### src/rtl/uart_rx_fifo.sv
// Receive buffer between the UART receiver and the read side: stores {error, character}
// pairs, presents the oldest entry first-word-fall-through, and drives RTS with hysteresis.
//
// RTS state | meaning
// ACCEPT    | RTS=1, remote end may keep sending
// HOLD      | RTS=0, occupancy went high; wait for it to drain to RTS_ON_LEVEL
module uart_rx_fifo #(
    parameter int DATA_BITS     = 8,
    parameter int FIFO_DEPTH    = 8,
    parameter int RTS_OFF_LEVEL = 6,
    parameter int RTS_ON_LEVEL  = 3
) (
    input  logic                              SysClk,
    input  logic                              Rst,
    input  logic [DATA_BITS-1:0]              Rx_Data,
    input  logic [2:0]                        Rx_Err,
    input  logic                              Data_Rdy,
    input  logic                              Read_Done,
    input  logic                              Overflow_Clr,
    output logic [DATA_BITS-1:0]              Data_Out,
    output logic [2:0]                        Err_Out,
    output logic                              FIFO_Empty,
    output logic                              FIFO_Full,
    output logic                              FIFO_Overflow,
    output logic [$clog2(FIFO_DEPTH+1)-1:0]   Count,
    output logic                              RTS
);

    localparam int PTR_W   = (FIFO_DEPTH > 1) ? $clog2(FIFO_DEPTH) : 1;
    localparam int CNT_W   = $clog2(FIFO_DEPTH + 1);
    localparam int ENTRY_W = DATA_BITS + 3;

    typedef enum logic {
        ACCEPT = 1'b0,
        HOLD   = 1'b1
    } rts_state_t;

    logic [ENTRY_W-1:0] mem [FIFO_DEPTH];
    logic [PTR_W-1:0]   wr_ptr, rd_ptr, wr_inc, rd_inc;
    logic [CNT_W-1:0]   count_q, count_nxt;
    logic               empty_q, full_q, ovf_q, data_rdy_q;
    logic [ENTRY_W-1:0] head_q, head_nxt, wdata;
    logic               push_req, pop_acc, push_acc, drop;
    rts_state_t         rts_state, rts_state_nxt;

    assign push_req = Data_Rdy & ~data_rdy_q;
    assign pop_acc  = Read_Done & ~empty_q;
    // A full FIFO still accepts a push when a pop frees the head slot on the same edge.
    assign push_acc = push_req & (~full_q | pop_acc);
    assign drop     = push_req & full_q & ~pop_acc;
    assign wdata    = {Rx_Err, Rx_Data};

    assign wr_inc = (wr_ptr == PTR_W'(FIFO_DEPTH - 1)) ? '0 : wr_ptr + PTR_W'(1);
    assign rd_inc = (rd_ptr == PTR_W'(FIFO_DEPTH - 1)) ? '0 : rd_ptr + PTR_W'(1);

    always_comb begin
        count_nxt = count_q;
        if (push_acc && !pop_acc) begin
            count_nxt = count_q + CNT_W'(1);
        end else if (pop_acc && !push_acc) begin
            count_nxt = count_q - CNT_W'(1);
        end
    end

    // Head register: follows the next entry, or keeps the last popped value once empty.
    always_comb begin
        head_nxt = head_q;
        if (pop_acc) begin
            if (count_q == CNT_W'(1)) begin
                if (push_acc) begin
                    head_nxt = wdata;
                end
            end else begin
                head_nxt = mem[rd_inc];
            end
        end else if (empty_q && push_acc) begin
            head_nxt = wdata;
        end
    end

    always_ff @(posedge SysClk) begin
        if (push_acc) begin
            mem[wr_ptr] <= wdata;
        end
    end

    always_ff @(posedge SysClk or negedge Rst) begin
        if (!Rst) begin
            wr_ptr     <= '0;
            rd_ptr     <= '0;
            count_q    <= '0;
            empty_q    <= 1'b1;
            full_q     <= 1'b0;
            ovf_q      <= 1'b0;
            data_rdy_q <= 1'b0;
            head_q     <= '0;
        end else begin
            data_rdy_q <= Data_Rdy;
            count_q    <= count_nxt;
            empty_q    <= (count_nxt == '0);
            full_q     <= (count_nxt == CNT_W'(FIFO_DEPTH));
            head_q     <= head_nxt;
            ovf_q      <= drop | (ovf_q & ~Overflow_Clr);
            if (push_acc) begin
                wr_ptr <= wr_inc;
            end
            if (pop_acc) begin
                rd_ptr <= rd_inc;
            end
        end
    end

    always_ff @(posedge SysClk or negedge Rst) begin
        if (!Rst) begin
            rts_state <= ACCEPT;
        end else begin
            rts_state <= rts_state_nxt;
        end
    end

    always_comb begin
        rts_state_nxt = rts_state;
        case (rts_state)
            ACCEPT: if (count_nxt >= CNT_W'(RTS_OFF_LEVEL)) rts_state_nxt = HOLD;
            HOLD:   if (count_nxt <= CNT_W'(RTS_ON_LEVEL))  rts_state_nxt = ACCEPT;
            default: rts_state_nxt = ACCEPT;
        endcase
    end

    assign Data_Out      = head_q[DATA_BITS-1:0];
    assign Err_Out       = head_q[DATA_BITS +: 3];
    assign FIFO_Empty    = empty_q;
    assign FIFO_Full     = full_q;
    assign FIFO_Overflow = ovf_q;
    assign Count         = count_q;
    assign RTS           = (rts_state == ACCEPT);

endmodule

### config.mk
export PLATFORM = sky130hd
export DESIGN_NAME = uart_rx_fifo
export DESIGN_NICKNAME = d
export VERILOG_FILES = /design/src/rtl/uart_rx_fifo.sv
export SDC_FILE = /design/constraint.sdc
export NUM_CORES = 1
export LEC_CHECK = 0
export ABC_AREA = 0
export CAP_MARGIN = 15
export CORE_MARGIN = 2
export CORE_UTILIZATION = 35
export DETAILED_ROUTE_END_ITERATION = 8
export MAX_ROUTING_LAYER = met4
export PLACE_DENSITY = 0.48
export SLEW_MARGIN = 25
export SYNTH_ARGS = -nofsm -noshare
export SYNTH_HDL_FRONTEND = slang
export SYNTH_SLANG_ARGS = --single-unit
### constraint.sdc
create_clock -name SysClk -period 2.73 [get_ports SysClk]
set_input_delay 0.546 -clock SysClk [delete_from_list [all_inputs] [get_ports SysClk]]
set_output_delay 0.546 -clock SysClk [all_outputs]
set_load 0.02 [all_outputs]
==> results.cfg, run 1 <==
[logic_synthesis]
syn_area_sq_um = 4740
syn_inst = 309
synth_edf_count = 88
synth.most_common_cell = edfxtp_1
synthAdderAreaFrac = 0.0185
synthSimpleGateAreaFrac = 0.0667
synth.largest_area_cell = edfxtp_1
synthArstFlopShare = 0.228
syn_avg_cell_area_sq_um = 15.4
synth_seq_area_share = 0.695
syn_nets = 332
synthFlopType = edfxtp_1
synth_compound_area_frac = 0.124
yosysTopAreaCellShare = 0.557
synth_top_family_by_area = compound AO/OA/AOI/OAI gates
synth.area.mux_share = 0.0541
synth_xor_area_frac = 0.00712
yosys_warnings = 0
synth_commonest_cells = edfxtp_1, dfrtp_1, nand2_1
synthTopCellsByArea = edfxtp_1, dfrtp_1, o221ai_1
synth.distinct_cells = 45
yosys_register_bits = 114

[min_path]
min-delay-start = rd_ptr[2]$_DFFE_PN0P_
hold-path-cell-count = 2
hold_path_class = flop to flop
holdPathEnd = rd_ptr[2]$_DFFE_PN0P_

[die]
start_util = 0.358
die_area_sq_um = 14500
die_h_um = 120
rows = 42
coreArea_sq_um = 13200
die_x_um = 120
ios = 35

[worst_setup_path]
slowest_stage = or2_1
critPathRequiredTime_ns = 3.01
endpoint_kind = flop
cp-start-kind = flop
r2r_setup_slack_ns = 0.51
cp_max_fo = 11
worstSetupStartpoint = rd_ptr[0]$_DFFE_PN0P_
path_cells = ha_1 -> ha_1 -> nand2b_1 -> or2_1 -> o21ai_0 -> a221o_1 -> a31oi_1
crit-reg2reg-launch = rd_ptr[0]$_DFFE_PN0P_
worst_ep_arrival_time_ns = 2.49
max_stage_delay_ns = 0.42
critPathKind = flop to flop
r2r_end = head_q[4]$_DFFE_PN0P_
crit_top_cell = ha_1
r2r_cells = 7

[pwr]
powerDensity_nw_per_um2 = 1190
p_comb_frac = 0.364
totalPowerFinal_w = 0.00698
swShare = 0.351
p_int_w = 0.00453
p_leak_nw = 2.09
seqPwrFrac = 0.336
power_frac_clock = 0.299
ir_drop_mv = 0.422
p_sw_w = 0.00245

[global_routing]
grt_pass1_wl_um = 16900
grt_max_degree = 27
grt_pass1_vias = 2945
overflow = 0
grt_antenna_before_repair = 0
grt_usage = 0.165

[cells_and_area]
n_fill_cell = 1216
area.growth.synth_to_final_pct = 24.2
antennaDiodeCount = 0
final_layout_size_suffix_gt1_frac = 0.212
final_nets = 388

[clocking]
hold_buffers = 0
cts_tree = yes
clockRootBuffer = clkbuf_16
clk_latency_ns = 0.41
cts_sinks = 114
numCtsBuffers = 17
cts_buffer_depth = 2
ctsHtreeMaxLevel = 4
clk_pin_slew_ns = 0.05
cts.repair.resized = 0
postCtsSetupRepairBufs = 0

[route]
drtIter0Drc = 198
drtPass1Iterations = 4
wl_um = 10600
drc = 0
vias = 2796
antenna_left = 0
viasPerCell = 5.05
wl_per_cell_um = 19.2

[run]
drv_cap = 0

[timing]
slew_viol_final = 0
worst_pin_slew_ns = 0.672
finalSetupViolCount = 0
setup_tns_ns = 0
min_period_ns = 2.22
finClkSkew_ns = 0.0103
max_slew_margin = 0.551
max_freq_ghz = 0.451
rsz0062_at_grt = no
hold_violations = 0
timing.final.crit_share = 0.813
setup_ws_ns = 0.512

[placement]
gp_congestion = 0.744
hpwlAfterDp_um = 6780
port-buffer-count = 34
place_ws_ns = 0.346

[outcome]
status = finished, final reports clean
-- worst max-delay path: cells and delay by family (launching register included) --
family | cells | cell delay [ns]
AOI/OAI and AO/OA | 3 | 0.65
adders and majority gates | 2 | 0.44
DFF | 1 | 0.37
and+or+nand+nor | 2 | 0.63
-- cells in the final DEF, fill, tap and decap left out, types with 7 or more instances in the layout --
master | synthesis | layout
inv_1 | 9 | 9
mux2i_1 | 11 | 11
dfrtp_1 | 25 | 25
nor2_1 | 16 | 15
clkdlybuf4s50_1 | 0 | 34
mux2_2 | 13 | 13
nand2_1 | 23 | 23
edfxtp_1 | 88 | 88
clkbuf_16 | 0 | 17
buf_4 | 4 | 19
ha_1 | 7 | 7
o221ai_1 | 20 | 20
o21ai_0 | 17 | 17
-- layout make-up --
| class | count | area (sq um) | area share |
|---|---|---|---|
| Clock buffer | 20 | 467 | 0.0792 |
| Multi-Input combinational cell | 170 | 1280 | 0.218 |
| Clock inverter | 12 | 108 | 0.0183 |
| Sequential cell | 114 | 3290 | 0.559 |
| Timing Repair Buffer | 53 | 483 | 0.0820 |
| Inverter | 9 | 33.8 | 0.00573 |
| Tap cell | 176 | 220 | 0.0374 |
-- state kept, by name, indices dropped and copies added (netlist names) --
register       cells
FIFO_Overflow      1
Count              4
FIFO_Empty         1
mem               88
rts_state          1
rd_ptr             3
head_q            11
wr_ptr             3
data_rdy_q         1
FIFO_Full          1
-- logic make-up (layout without fill, tap and decap cells) --
group	after synthesis	in the layout
AND/OR/NAND/NOR	61	61
flip-flops	114	114
XOR/XNOR	3	3
buffers and inverters	25	94
AO/OA/AOI/OAI	75	75
multiplexers	24	24
adder cells (fa/ha/maj)	7	7
-- metal layers --
metal,GRT usage,part of all wire
met1,0.212,0.46
met2,0.250,0.49
met3,0.0486,0.043
met4,0.0610,0.0089
met5,-,0
-- worst max-delay path by stage --
stage	cells past startpoint	slack, ns	end
after global routing	7	0.41	head_q[4]$_DFFE_PN0P_
after CTS	6	0.34	head_q[7]$_DFFE_PN0P_
after detailed placement	6	0.35	head_q[4]$_DFFE_PN0P_
final	7	0.51	head_q[4]$_DFFE_PN0P_
after floorplan	5	0.35	mem[0][0]$_DFFE_PP_
after global placement	6	0.36	mem[6][3]$_DFFE_PP_
-- metrics by stage --
step | area (sq um) | hold slack [ns] | utilization | cells
final | 5890 | 0.492 | 0.445 | 554
after global routing | 5890 | 0.545 | 0.445 | 554
after CTS | 5890 | 0.505 | 0.445 | 554
after detailed placement | 5310 | 0.493 | 0.401 | 522
after global placement | 5310 | 0.487 | 0.401 | 522
after floorplan | 4740 | 0.250 | - | 309
-- power groups by stage --
stage | Sequential [W] | Combinational, W | Clock (W)
after global placement | 0.00238 | 0.00257 | 0
final | 0.00235 | 0.00254 | 0.00209
after CTS | 0.00236 | 0.00258 | 0.00214
after detailed placement | 0.00239 | 0.00256 | 0
after global routing | 0.00239 | 0.00281 | 0.00221
after floorplan | 0.00250 | 0.00164 | 0
No activity file was read; power rests on OpenSTA's default activity.
==> run 2: changes to the inputs <==
Settings changed: PLACE_DENSITY 0.48 to 0.5.
Clock period 2.73 ns to 1.9 ns, I/O delays scaled along.
==> results.cfg, run 2 (synthesized netlist as in run 1, its figures left out) <==
[die]
die_x_um = 120
rows = 42
start_util = 0.358
coreArea_sq_um = 13200
die_area_sq_um = 14500
ios = 35
die_h_um = 120

[route]
vias = 2942
wl_um = 11200
wl_per_cell_um = 19.5
antenna_left = 0
met2_length_um = 5520
viasPerCell = 5.13
wl_met3_um = 324
drtPass1Iterations = 6
met1Wirelength_um = 5090
drc = 0
drtIter0Drc = 229
top_layer = met4

[placement]
port-buffer-count = 34
place_ws_ns = -0.267
gp_congestion = 0.796
hpwlAfterDp_um = 6920
placed_area_sq_um = 5480

[clocking]
hold_buffers = 0
clk_pin_slew_ns = 0.05
numCtsBuffers = 17
cts_buffer_depth = 2
cts_tree = yes
ctsHtreeMaxLevel = 4
cts_sinks = 114
clk_latency_ns = 0.41
clockRootBuffer = clkbuf_16

[timing]
hold_violations = 0
max_slew_margin = 0.678
slew_viol_final = 0
rsz0062_at_grt = yes
max_freq_ghz = 0.504
timing.final.crit_share = 1.04
finalSetupViolCount = 11
setup_ws_ns = -0.0832
finClkSkew_ns = 0.00784
worst_pin_slew_ns = 0.483
setup_tns_ns = -0.582
min_period_ns = 1.98
holdWs_ns = 0.368

[worst_setup_path]
critPathKind = flop to flop
cp_max_fo = 6
endpoint_kind = flop
worst_ep_arrival_time_ns = 2.31
critPathRequiredTime_ns = 2.23
r2r_setup_slack_ns = -0.08
cp-start-kind = flop

[global_routing]
grt_pass1_wl_um = 17300
overflow = 0
grt_antenna_before_repair = 0
grt_max_degree = 28
grt_pass1_vias = 3016
grt_usage = 0.170

[outcome]
violations = negative setup slack
status = complete, but fails checks

[cells_and_area]
layout_commonest_cell = edfxtp_1
area.growth.synth_to_final_pct = 32.3
largest_reg_flops = 88
final_area_sq_um = 6280
top_register = mem
final_nets = 407
antennaDiodeCount = 0
final_layout_size_suffix_gt1_frac = 0.285
layout_common_cells = edfxtp_1, clkdlybuf4s50_1, buf_4, dfrtp_1, nand2_1

[pwr]
powerDensity_nw_per_um2 = 1760
totalPowerFinal_w = 0.0111
ir_drop_mv = 0.792
p_leak_nw = 2.27

[run]
drv_cap = 0

[min_path]
hold_path_class = input port to async pin
## run 2: cell types whose count changed in the layout (fill, tap and decap cells not counted), moves of 4 or more
cell | before | now
o221ai_1 | 20 | 8
o221ai_2 | 2 | 13
buf_4 | 19 | 28
o21ai_0 | 17 | 11
buf_12 | 0 | 5
clkdlybuf4s50_1 | 34 | 29
clkbuf_1 | 0 | 4
clkinv_1 | 0 | 4
o21ai_1 | 0 | 4
## run 2: through the flow
step | std cells | util
floorplan | 309 | -
global placement | 534 | 0.414
detailed placement | 534 | 0.414
CTS | 573 | 0.472
global route | 573 | 0.474
finish | 573 | 0.474
## run 2: path summary, 6_finish.rpt
kind | startpoint | end | cells past startpoint
worst max-delay path | rd_ptr[1]$_DFFE_PN0P_ | head_q[0]$_DFFE_PN0P_ | 9
worst min-delay path | Rst | head_q[6]$_DFFE_PN0P_ | 2
worst max register to register | rd_ptr[1]$_DFFE_PN0P_ | head_q[0]$_DFFE_PN0P_ | 9
worst min register to register | head_q[8]$_DFFE_PN0P_ | head_q[8]$_DFFE_PN0P_ | 1
max in group asynchronous | Rst | FIFO_Empty$_DFF_PN1_ | 2
min in group SysClk | Data_Rdy | data_rdy_q$_DFF_PN0_ | 1
## run 2: cell type report
type	count	area, sq um
clock buffers	25	495
fillers	1165	6970
clock inverters	7	55.1
well taps	176	220
multi-input cells	171	1450
flip-flops and latches	114	3290
inverters	9	33.8
repair buffers	71	733
## run 2: layer usage
layer | track usage | up-vias
li1 | - | 1377
met1 | 0.204 | 1495
met2 | 0.269 | 54
met3 | 0.0458 | 16
met4 | 0.0785 | 0
met5 | - | -
## run 2: critical path: stages, from the launching register on
cell,delay [ns]
dfrtp_1,0.41
ha_4,0.18
ha_4,0.17
buf_6,0.11
a21oi_4,0.11
buf_6,0.16
buf_16,0.14
o221ai_2,0.10
a221o_1,0.37
a31oi_1,0.16
## run 2: report_power, final
group / internal, W / switching, W
Clock: 0.00191 / 0.00101
Combinational: 0.00219 / 0.00259
Sequential: 0.00311 / 0.000252
Total: 0.00721 / 0.00385
## run 2: timing repair
action                     CTS  global route
resized for setup           32             8
pin swaps                   16             5
cloned                       3             0
setup buffers                4             0
setup endpoints to repair   13            25
